File: config.mk
export PLATFORM = sky130hd
export DESIGN_NAME = core_exu_ctrl
export DESIGN_NICKNAME = d
export VERILOG_FILES = /design/src/rtl/core_exu_ctrl.sv
export SDC_FILE = /design/constraint.sdc
export NUM_CORES = 1
export LEC_CHECK = 0
export CORE_MARGIN = 2
export CORE_UTILIZATION = 50
export CTS_CLUSTER_SIZE = 12
export DETAILED_ROUTE_END_ITERATION = 10
export DONT_BUFFER_PORTS = 1
export PLACE_DENSITY = 0.76
export SLEW_MARGIN = 20
export SYNTH_ARGS = -nofsm -noshare
export SYNTH_HDL_FRONTEND = slang
export SYNTH_SLANG_ARGS = --single-unit
File: constraint.sdc
create_clock -name clk -period 5.3 [get_ports clk]
set_input_delay 0 -clock clk [delete_from_list [all_inputs] [get_ports clk]]
set_output_delay 0 -clock clk [all_outputs]
set_load 0.05 [all_outputs]
File: src/rtl/core_exu_ctrl.sv
// Issue/sequencing controller for core_exu: register scoreboard, RAW/WAW stall,
// and start/writeback sequencing of the shared multi-cycle (mul/div) unit.
module core_exu_ctrl #(
    parameter int RFIDX_W = 5,
    parameter int NREG    = 32,
    parameter int CNT_W   = 16
) (
    input  logic               clk,
    input  logic               rst,
    input  logic               id_valid_i,
    output logic               id_ready_o,
    input  logic [RFIDX_W-1:0] rs1_idx_i,
    input  logic               rs1_ren_i,
    input  logic [RFIDX_W-1:0] rs2_idx_i,
    input  logic               rs2_ren_i,
    input  logic [RFIDX_W-1:0] rsd_idx_i,
    input  logic               rsd_wen_i,
    input  logic               id_mc_i,
    input  logic               id_ld_i,
    input  logic               flush_i,
    output logic               ex_valid_o,
    output logic [RFIDX_W-1:0] ex_rsd_idx_o,
    output logic               mc_start_o,
    input  logic               mc_done_i,
    output logic               mc_busy_o,
    output logic               mc_wb_o,
    output logic [RFIDX_W-1:0] mc_rsd_idx_o,
    input  logic               wb_valid_i,
    input  logic [RFIDX_W-1:0] wb_idx_i,
    output logic [CNT_W-1:0]   stall_cnt_o
);

    typedef enum logic [1:0] {
        S_IDLE,
        S_BUSY,
        S_WB
    } state_e;

    state_e             state_q, state_d;
    logic [NREG-1:0]    sb_q, sb_d;
    logic               ex_valid_q, ex_valid_d;
    logic [RFIDX_W-1:0] ex_rsd_idx_q, ex_rsd_idx_d;
    logic               mc_start_q, mc_start_d;
    logic [RFIDX_W-1:0] mc_idx_q, mc_idx_d;
    logic [CNT_W-1:0]   stall_cnt_q, stall_cnt_d;

    logic haz_rs1, haz_rs2, haz_rsd, haz, fire, stall;

    // Hazards look only at the registered scoreboard, so a clear never bypasses.
    assign haz_rs1 = rs1_ren_i && (rs1_idx_i != '0) && sb_q[rs1_idx_i];
    assign haz_rs2 = rs2_ren_i && (rs2_idx_i != '0) && sb_q[rs2_idx_i];
    assign haz_rsd = rsd_wen_i && (rsd_idx_i != '0) && sb_q[rsd_idx_i];
    assign haz     = haz_rs1 || haz_rs2 || haz_rsd;

    assign id_ready_o = !haz && (state_q == S_IDLE);
    assign fire       = id_valid_i && id_ready_o && !flush_i;
    assign stall      = id_valid_i && !id_ready_o && !flush_i;

    always_comb begin
        // NOTE: every _d gets a default first so no path leaves a latch behind.
        state_d      = state_q;
        sb_d         = sb_q;
        ex_valid_d   = 1'b0;
        ex_rsd_idx_d = ex_rsd_idx_q;
        mc_start_d   = 1'b0;
        mc_idx_d     = mc_idx_q;
        stall_cnt_d  = stall_cnt_q;

        if (fire) begin
            ex_valid_d   = 1'b1;
            ex_rsd_idx_d = rsd_idx_i;
        end

        // Clears first, then sets, so a same-bit collision resolves to set.
        if (wb_valid_i && (wb_idx_i != '0)) begin
            sb_d[wb_idx_i] = 1'b0;
        end
        if (state_q == S_WB) begin
            sb_d[mc_idx_q] = 1'b0;
        end
        if (fire && (id_mc_i || id_ld_i) && rsd_wen_i && (rsd_idx_i != '0)) begin
            sb_d[rsd_idx_i] = 1'b1;
        end
        sb_d[0] = 1'b0;

        unique case (state_q)
            S_IDLE: begin
                if (fire && id_mc_i) begin
                    state_d    = S_BUSY;
                    mc_idx_d   = rsd_idx_i;
                    mc_start_d = 1'b1;
                end
            end
            S_BUSY: begin
                if (mc_done_i) begin
                    state_d = S_WB;
                end
            end
            S_WB: begin
                state_d = S_IDLE;
            end
            default: begin
                state_d = S_IDLE;
            end
        endcase

        if (stall && (stall_cnt_q != '1)) begin
            stall_cnt_d = stall_cnt_q + {{(CNT_W-1){1'b0}}, 1'b1};
        end
    end

    always_ff @(posedge clk) begin
        // NOTE: state registers use non-blocking assignment so all update together at the edge.
        if (rst) begin
            state_q      <= S_IDLE;
            sb_q         <= '0;
            ex_valid_q   <= 1'b0;
            ex_rsd_idx_q <= '0;
            mc_start_q   <= 1'b0;
            mc_idx_q     <= '0;
            stall_cnt_q  <= '0;
        end else begin
            state_q      <= state_d;
            sb_q         <= sb_d;
            ex_valid_q   <= ex_valid_d;
            ex_rsd_idx_q <= ex_rsd_idx_d;
            mc_start_q   <= mc_start_d;
            mc_idx_q     <= mc_idx_d;
            stall_cnt_q  <= stall_cnt_d;
        end
    end

    assign ex_valid_o   = ex_valid_q;
    assign ex_rsd_idx_o = ex_rsd_idx_q;
    assign mc_start_o   = mc_start_q;
    assign mc_busy_o    = (state_q != S_IDLE);
    assign mc_wb_o      = (state_q == S_WB);
    assign mc_rsd_idx_o = mc_idx_q;
    assign stall_cnt_o  = stall_cnt_q;

endmodule

==> impl_metrics.yaml, run 1 <==
setup_path:
  crit_required_ns: 5.54
  cp-end-kind: "flip-flop"
  max_stage_delay_ns: 0.56
  startpoint_type: "flip-flop"
  crit_type: "reg2reg"
  arrival_ns: 3.67
  path_cells: "mux4_1 > mux4_2 > nor2_2 > a211oi_2 > a211oi_4 > buf_4 > or4_1 > a21oi_2 > dlygate4sd3_1"
  crit_fanout: 18
  cp_slowest_cell: "dlygate4sd3_1"
  r2r_cells: 9
sta:
  worstMarginPinSlew_ns: 0.899
  period_needed_ns: 3.43
  fin_worst_skew_ns: 0.0152
  slew_headroom_pct: 40.0
  fin_setup_tns_ns: 0
  finalHoldViolations: 0
  fin_crit_sh_pct: 64.8
  setup_violations: 0
  rsz0062_at_grt: "no"
  fmax_mhz: 291
  slew_violations: 0
worst_hold_path:
  hp-class: "in2reg"
  hold_depth: 2
routing:
  dr.pass1.iters: 5
  drt-initial-drc-count: 364
  vias_per_cell: 7.02
  drcViolationCount: 0
  ant_nets: 0
  drt_wl_total_mm: 11.9
  num_vias: 3592
  wl_per_cell_um: 23.2
cts:
  clkSinkCount: 61
  numCtsBuffers: 9
  cts_tree: "yes"
  cts_setup_buffers: 0
  cts_root_buffer: "clkbuf_8"
  cts_buffer_depth: 2
  htreeDepth: 3
  clkLatencyLatePin_ns: 0.35
  clkTransAtPathRegs_ns: 0.08
place:
  dp.cells: 481
  gp_congestion: 0.891
  place_area_um2: 3920
  place_hpwl_mm: 7.76
  port_buffers: 0
yosys:
  synth_flop_cell: "dfxtp_1"
  synth_cell_types: 56
  ys_top_cells_by_area: "dfxtp_1, o221ai_1, mux2i_1, nor2b_1, mux4_2"
  syn-mean-instance-area_um2: 9.79
  synth_top_cell_area_share_pct: 30.7
  ys_warn_count: 0
  synth_area_um2: 3970
  synth_top_area_cell: "dfxtp_1"
  ys_ff_latch: 61
  syn_nets: 438
  synth_edf_count: 0
  ys_seq_area_share_pct: 30.7
  async_flop_share_pct: 0
  netlist_instances: 406
cells_and_area:
  utilization_pct: 55.8
  final_area_um2: 4310
  finalNonFillerCells: 512
  drive_above_1_share_pct: 15.9
  final_nets: 437
  syn2layout_area_growth_pct: 8.50
  layout.cells.most_common: "dfxtp_1"
  num_antenna_cells: 0
  final_cell_mix: "dfxtp_1, nor2b_1, o21ai_1"
global_route:
  grt_overflow_total: 0
  grt_first_pass_wirelength_mm: 18.4
  grt_max_degree: 71
  grt_pass1_vias: 3619
  grt_antenna_before_repair: 0
  track_usage_pct: 27.9
floorplanning:
  fp.dieW_um: 93.2
  core-area_um2: 7730
  die_y_um: 93.2
  initial_core_util_pct: 51.4
  die_area_um2: 8680
  fp-row-count: 32
  ios: 62
power:
  p_leak_nw: 1.44
  power_per_cell_area_nw_per_um2: 236
  max-vdd-ir-drop_uv: 177
  power_mw: 1.02
flow_run:
  cap_violations: 0
outcome:
  outcome: "finished clean"
## sequential cells by signal, summed over array words and instances, names as in the netlist
| name | flops |
|---|---|
| state_q | 2 |
| ex_rsd_idx_o | 5 |
| ex_valid_o | 1 |
| stall_cnt_o | 16 |
| mc_start_o | 1 |
| mc_rsd_idx_o | 5 |
| sb_q | 31 |
## metrics by stage
step	hold WS [ns]	worst slack, ns
final	0.00783	1.87
after global routing	0.0113	1.73
after CTS	0.000594	1.81
after detailed placement	0.0770	2.14
after global placement	0.0767	2.21
after floorplan	0.171	2.83
## layer usage
layer	wire length, µm	vias to the layer above	GRT usage [%]
met5	0	-	0
met4	550	0	16.3
met3	1420	51	8.94
met2	5290	247	40.9
met1	4600	1700	35.8
li1	-	1594	-
## power breakdown
part	switching [mW]	internal, mW	leakage, nW
Clock	0.193	0.243	0.102
Sequential	0.0205	0.463	0.492
Combinational	0.0602	0.0400	0.849
Total	0.274	0.746	1.44
## final cells by class
class,count,area (µm²)
clock buffer,11,151
clock inverter,5,58.8
fill,712,3420
inverter,4,15.0
multi-input combinational,312,2550
sequential,61,1220
tap,102,128
timing repair buffer,17,184
## worst max-delay path, delay by kind of cell, from the launching register on
family | cells | cell delay [ns]
muxes | 2 | 1.02
buffers and inverters | 2 | 0.96
AOI/OAI and AO/OA | 3 | 0.69
DFF | 1 | 0.36
and+or+nand+nor | 2 | 0.30
## synth_stat cells, types with 2 or more instances
library cell / count
a21oi_1: 14
a21oi_2: 2
and3_1: 5
buf_2: 6
buf_4: 5
buf_6: 5
clkbuf_1: 11
dfxtp_1: 61
inv_1: 4
mux2_2: 5
mux2i_1: 25
mux4_1: 5
mux4_2: 10
nand2_1: 12
nand2b_1: 12
nand3_1: 12
nand3b_1: 13
nand4_1: 2
nand4b_4: 2
nor2_1: 15
nor2b_1: 38
o21ai_1: 33
o221ai_1: 31
o22ai_1: 9
o31a_1: 2
o31ai_1: 12
or3_1: 5
or3b_2: 11
or4_1: 12
## worst paths after layout
kind / from / end / slack, ns
worst min-delay path: rsd_idx_i[4] / sb_q[3] / 0.008
worst max-delay path: sb_q[27] / stall_cnt_o[13] / 1.87
worst min register to register: state_q[1] / state_q[1] / 0.49
worst max register to register: sb_q[27] / stall_cnt_o[13] / 1.87
## kinds of logic after synthesis
kind of cell	share of synthesized area, %
flip-flops	30.7
buffers and inverters	5.26
AND/OR/NAND/NOR	25.1
AO/OA/AOI/OAI	21.3
multiplexers	17.3
adder cells (fa/ha/maj)	0.315
## timing repair
action                    in CTS  in global routing
hold buffers                  14                  0
hold endpoints to repair      61                  0
resized for setup              0                  0
No activity file was read; power rests on OpenSTA's default activity.
==> run 2, diff against run 1 <==
ABC_AREA = 1   (was unset)
PLACE_DENSITY = 0.79   (was 0.76)
clock period = 2.9 ns   (was 5.3 ns; I/O delays follow)
==> impl_metrics.yaml, run 2 <==
setup_path:
  worst-path-buf-inv: 3
  r2r_cells: 14
  crit_top_cell: "nand2_1"
  cp_slowest_cell: "dlygate4sd3_1"
  crit_type: "reg2reg"
  cp-end-kind: "flip-flop"
  crit_fanout: 18
  critPathLaunch: "sb_q[5]"
  crit_required_ns: 3.15
  startpoint_type: "flip-flop"
  max_stage_delay_ns: 0.55
  arrival_ns: 2.82
  critPathTopFamily: "simple AND/OR/NAND/NOR gates"
  r2r_start: "sb_q[5]"
  path_cells: "inv_1 > nand2_1 > nand2_1 > o21ai_0 > nand2_1 > nand2_1 > inv_1 > nand3_1 > nand3_1 > nand3_4 > nand3_4 > nand2_1 > a21oi_1 > dlygate4sd3_1"
  r2r-end: "stall_cnt_o[9]"
  r2r_setup_slack_ns: 0.33
routing:
  drt-initial-drc-count: 684
  wl_per_cell_um: 16.9
  ant_nets: 0
  drcViolationCount: 0
  dr.pass1.iters: 6
  drt_wl_total_mm: 13.8
  vias_per_cell: 6.02
  num_vias: 4897
floorplanning:
  die_area_um2: 9340
  fp.dieW_um: 96.6
  die_y_um: 96.6
  core-area_um2: 8260
  ios: 62
  initial_core_util_pct: 52.0
  fp-row-count: 33
cells_and_area:
  num_antenna_cells: 0
  syn2layout_area_growth_pct: 9.48
  final_cell_mix: "nand2_1, nor2_1, inv_1"
  top_register: "sb_q"
  drive_above_1_share_pct: 8.18
  fillCellCount: 807
  multiInputGateArea_um2: 2600
  regArea_um2: 1220
  final_area_um2: 4700
  final_nets: 736
  largest_reg_flops: 31
  finalNonFillerCells: 814
  layout.cells.most_common: "nand2_1"
cts:
  clkTransAtPathRegs_ns: 0.07
  cts_tree: "yes"
  clkSinkCount: 61
  clkLatencyLatePin_ns: 0.36
  cts_root_buffer: "clkbuf_8"
  numCtsBuffers: 9
  cts_setup_buffers: 0
  htreeDepth: 3
  cts_buffer_depth: 2
global_route:
  grt_pass1_vias: 4422
  grt_max_degree: 50
  grt_first_pass_wirelength_mm: 22.2
  grt_overflow_total: 0
  track_usage_pct: 28.9
  grt_antenna_before_repair: 0
yosys:
  async_flop_share_pct: 0
  ys_ff_latch: 61
  synth_top_cells_by_count: "nand2_1, nor2_1, inv_1, nand3_1, dfxtp_1"
  ys_warn_count: 0
  syn_nets: 725
  synth_top_cell_area_share_pct: 28.5
  ys_top_cells_by_area: "dfxtp_1, nand2_1, nand3_1, nor2_1, inv_1"
  yosysMostFrequentCell: "nand2_1"
  synth_edf_count: 0
  synth_cell_types: 31
  synth_area_um2: 4290
  synth_top_area_cell: "dfxtp_1"
  syn-mean-instance-area_um2: 6.19
  ys_seq_area_share_pct: 28.5
  netlist_instances: 693
  synth_flop_cell: "dfxtp_1"
flow_run:
  cap_violations: 0
sta:
  worstMarginPinSlew_ns: 0.857
  slew_headroom_pct: 42.8
  fin_ws_ns: 0.329
  finalHoldViolations: 0
  fin_setup_tns_ns: 0
  rsz0062_at_grt: "no"
  slew_violations: 0
  fmax_mhz: 389
  fin_crit_sh_pct: 88.6
  period_needed_ns: 2.57
  setup_violations: 0
  fin_worst_skew_ns: 0.0111
place:
  place_hpwl_mm: 9.67
  port_buffers: 0
  place_area_um2: 4400
  post-place-ws_ns: 0.464
  dp.cells: 789
  gp_congestion: 0.966
worst_hold_path:
  whs_endpoint: "sb_q[2]"
  hp-class: "in2reg"
  hold_path.startpoint: "rsd_idx_i[4]"
  hold_depth: 5
outcome:
  outcome: "finished clean"
power:
  power_per_cell_area_nw_per_um2: 400
  p_leak_nw: 1.90
  max-vdd-ir-drop_uv: 369
[run 2: power by group]
part	total, mW	internal, mW	leakage [nW]	switching, mW
Combinational	0.267	0.0701	1.31	0.197
Clock	0.723	0.379	0.0994	0.344
Sequential	0.889	0.850	0.493	0.0391
Total	1.88	1.30	1.90	0.580
[run 2: final cells by class]
| cell class | count | area share (%) |
|---|---|---|
| well taps | 105 | 2.80 |
| multi-input cells | 520 | 55.3 |
| clock buffers | 13 | 3.60 |
| inverters | 83 | 6.63 |
| repair buffers | 29 | 5.33 |
| clock inverters | 3 | 0.399 |
| flip-flops and latches | 61 | 26.0 |
[run 2: worst max path at each step]
stage                           end  slack, ns  depth (start not counted)
floorplan            stall_cnt_o[3]       0.69                         10
global placement    ex_rsd_idx_o[1]       0.58                         10
detailed placement  ex_rsd_idx_o[1]       0.46                         11
CTS                  stall_cnt_o[9]       0.18                         11
global route         stall_cnt_o[9]        0.1                         14
finish               stall_cnt_o[9]       0.33                         14
[run 2: worst reg2reg max path: stages, from the launching register on]
cell           delay, ns
dfxtp_1             0.43
inv_1               0.06
nand2_1             0.05
nand2_1             0.05
o21ai_0             0.19
nand2_1             0.07
nand2_1             0.06
inv_1               0.03
nand3_1             0.06
nand3_1             0.18
nand3_4             0.31
nand3_4             0.25
nand2_1             0.12
a21oi_1             0.06
dlygate4sd3_1       0.55
[run 2: repair_timing]
item | 4_1_cts | 5_1_grt
endpoints found under the setup margin | 0 | 1
endpoints found under the hold margin | 60 | 0
gates resized for setup | 0 | 2
hold buffers | 9 | 0
[run 2: per-layer routing]
| layer | up-vias | track usage, % | routed length, µm |
|---|---|---|---|
| li1 | 2338 | - | - |
| met1 | 2202 | 38.5 | 5660 |
| met2 | 299 | 42.9 | 5900 |
| met3 | 58 | 7.88 | 1690 |
| met4 | 0 | 14.5 | 500 |
| met5 | - | 0 | 0 |
[run 2: kinds of logic (layout without fill, tap and decap cells)]
family	Yosys count	count (layout)	synth area share (%)
AND/OR/NAND/NOR	398	398	41.4
buffers and inverters	112	128	11.3
AO/OA/AOI/OAI	108	108	15.9
flip-flops	61	61	28.5
XOR/XNOR	13	13	2.65
adder cells (fa/ha/maj)	1	1	0.291
[run 2: per-stage QoR]
step                      hold WS [ns]  total power [mW]  util (%)
after floorplan                  0.112              1.12         -
final                           0.0173              1.88      56.9
after global placement          0.0725              1.14      53.3
after CTS                       0.0125              1.87      56.8
after detailed placement        0.0749              1.14      53.3
after global routing            0.0487              1.95      56.9
==> run 3, diff against run 2 <==
CORE_ASPECT_RATIO = 1.5   (was unset)
CTS_BUF_LIST = sky130_fd_sc_hd__clkbuf_8   (was unset)
REMOVE_ABC_BUFFERS = 1   (was unset)
==> impl_metrics.yaml, run 3 (same netlist as run 2, synthesis figures left out) <==
cts:
  htreeDepth: 3
  cts_buffer_depth: 2
  cts_root_buffer: "clkbuf_8"
  clkTransAtPathRegs_ns: 0.07
  numCtsBuffers: 9
  cts_tree: "yes"
  clkLatencyLatePin_ns: 0.35
  cts_setup_buffers: 0
  clkSinkCount: 61
worst_hold_path:
  hp-class: "in2reg"
floorplanning:
  fp.dieW_um: 79.6
  core-area_um2: 8360
  fp-row-count: 41
  ios: 62
  initial_core_util_pct: 51.3
  die_area_um2: 9360
  die_y_um: 117
sta:
  fmax_mhz: 386
  fin_ws_ns: 0.311
  slew_violations: 0
  finalHoldViolations: 0
  setup_violations: 0
  fin_crit_sh_pct: 89.3
  rsz0062_at_grt: "no"
  worstMarginPinSlew_ns: 0.895
  period_needed_ns: 2.59
  slew_headroom_pct: 40.3
  fin_setup_tns_ns: 0
  fin_worst_skew_ns: 0.00862
routing:
  ant_nets: 0
  drt-initial-drc-count: 493
  dr.pass1.iters: 6
  drcViolationCount: 0
  drt_wl_total_mm: 13.9
  vias_per_cell: 5.91
  num_vias: 4835
  wl_per_cell_um: 17.0
place:
  gp_congestion: 0.915
  place_hpwl_mm: 10.1
  post-place-ws_ns: 0.455
  port_buffers: 0
flow_run:
  cap_violations: 0
global_route:
  grt_first_pass_wirelength_mm: 22.4
  grt_antenna_before_repair: 0
  grt_max_degree: 50
  grt_pass1_vias: 4661
  grt_overflow_total: 0
  track_usage_pct: 30.3
power:
  power_per_cell_area_nw_per_um2: 381
  max-vdd-ir-drop_uv: 354
  p_leak_nw: 1.91
cells_and_area:
  syn2layout_area_growth_pct: 9.21
  largest_reg_flops: 31
  layout.cells.most_common: "nand2_1"
  fillCellCount: 833
  top_register: "sb_q"
  final_cell_mix: "nand2_1, nor2_1, inv_1"
  num_antenna_cells: 0
  drive_above_1_share_pct: 8.30
  final_nets: 738
setup_path:
  arrival_ns: 2.83
  cp-end-kind: "flip-flop"
  crit_fanout: 18
  startpoint_type: "flip-flop"
  crit_type: "reg2reg"
  crit_required_ns: 3.14
outcome:
  outcome: "finished clean"
[run 3: where the power goes]
group | switching (mW) | total, mW | leakage [nW] | internal, mW
clock | 0.330 | 0.627 | 0.0911 | 0.296
sequential | 0.0388 | 0.889 | 0.493 | 0.850
combinational | 0.198 | 0.270 | 1.32 | 0.0713
total | 0.568 | 1.79 | 1.91 | 1.22
[run 3: area by class of cell]
| class | instances | area, µm² | area share (%) |
|---|---|---|---|
| Multi-Input combinational cell | 520 | 2600 | 55.4 |
| Sequential cell | 61 | 1220 | 26.1 |
| Inverter | 83 | 312 | 6.65 |
| Timing Repair Buffer | 31 | 265 | 5.66 |
| Tap cell | 107 | 134 | 2.86 |
| Clock buffer | 9 | 124 | 2.64 |
| Clock inverter | 7 | 35.0 | 0.747 |
[run 3: what timing repair did]
item	in CTS	in global routing
endpoints found under the hold margin	59	0
hold buffers	9	0
endpoints found under the setup margin	0	1
resized for setup	0	2
[run 3: metal layers]
layer  wire (µm)  up-vias  track usage, %
met3        1250       53            8.21
met2        7000      265            50.9
met5           0        -               0
met1        5030     2181            33.1
li1            -     2336               -
met4         653        0            18.6
[run 3: worst paths after layout]
path | start | to | slack [ns] | depth (start not counted)
hold / removal | rsd_idx_i[4] | sb_q[9] | 0.01 | 5
hold reg to reg | state_q[0] | state_q[1] | 0.49 | 2
setup / recovery | sb_q[3] | stall_cnt_o[11] | 0.31 | 12
setup reg to reg | sb_q[3] | stall_cnt_o[11] | 0.31 | 12
[run 3: metrics by stage]
step	utilization, %	power [mW]	area [µm²]	hold WS, ns	std cells
after floorplan	-	1.08	4120	0.0691	664
final	56.1	1.79	4690	0.0135	818
after CTS	55.9	1.79	4680	0.00206	818
after global placement	52.8	1.14	4420	0.0757	793
after detailed placement	52.8	1.15	4420	0.0744	793
after global routing	56.1	1.86	4690	0.0232	818
[run 3: critical path, cell delays in order (launching register included)]
cell and delay [ns]:
dfxtp_1 0.41, inv_1 0.08, a21oi_1 0.12, o21ai_0 0.11, nand2_1 0.07, nand3_1 0.08, nand3_1 0.11, nand3_1 0.20
nand3_4 0.31, nand3_4 0.25, nand2_1 0.11, a21oi_1 0.06, dlygate4sd3_1 0.56
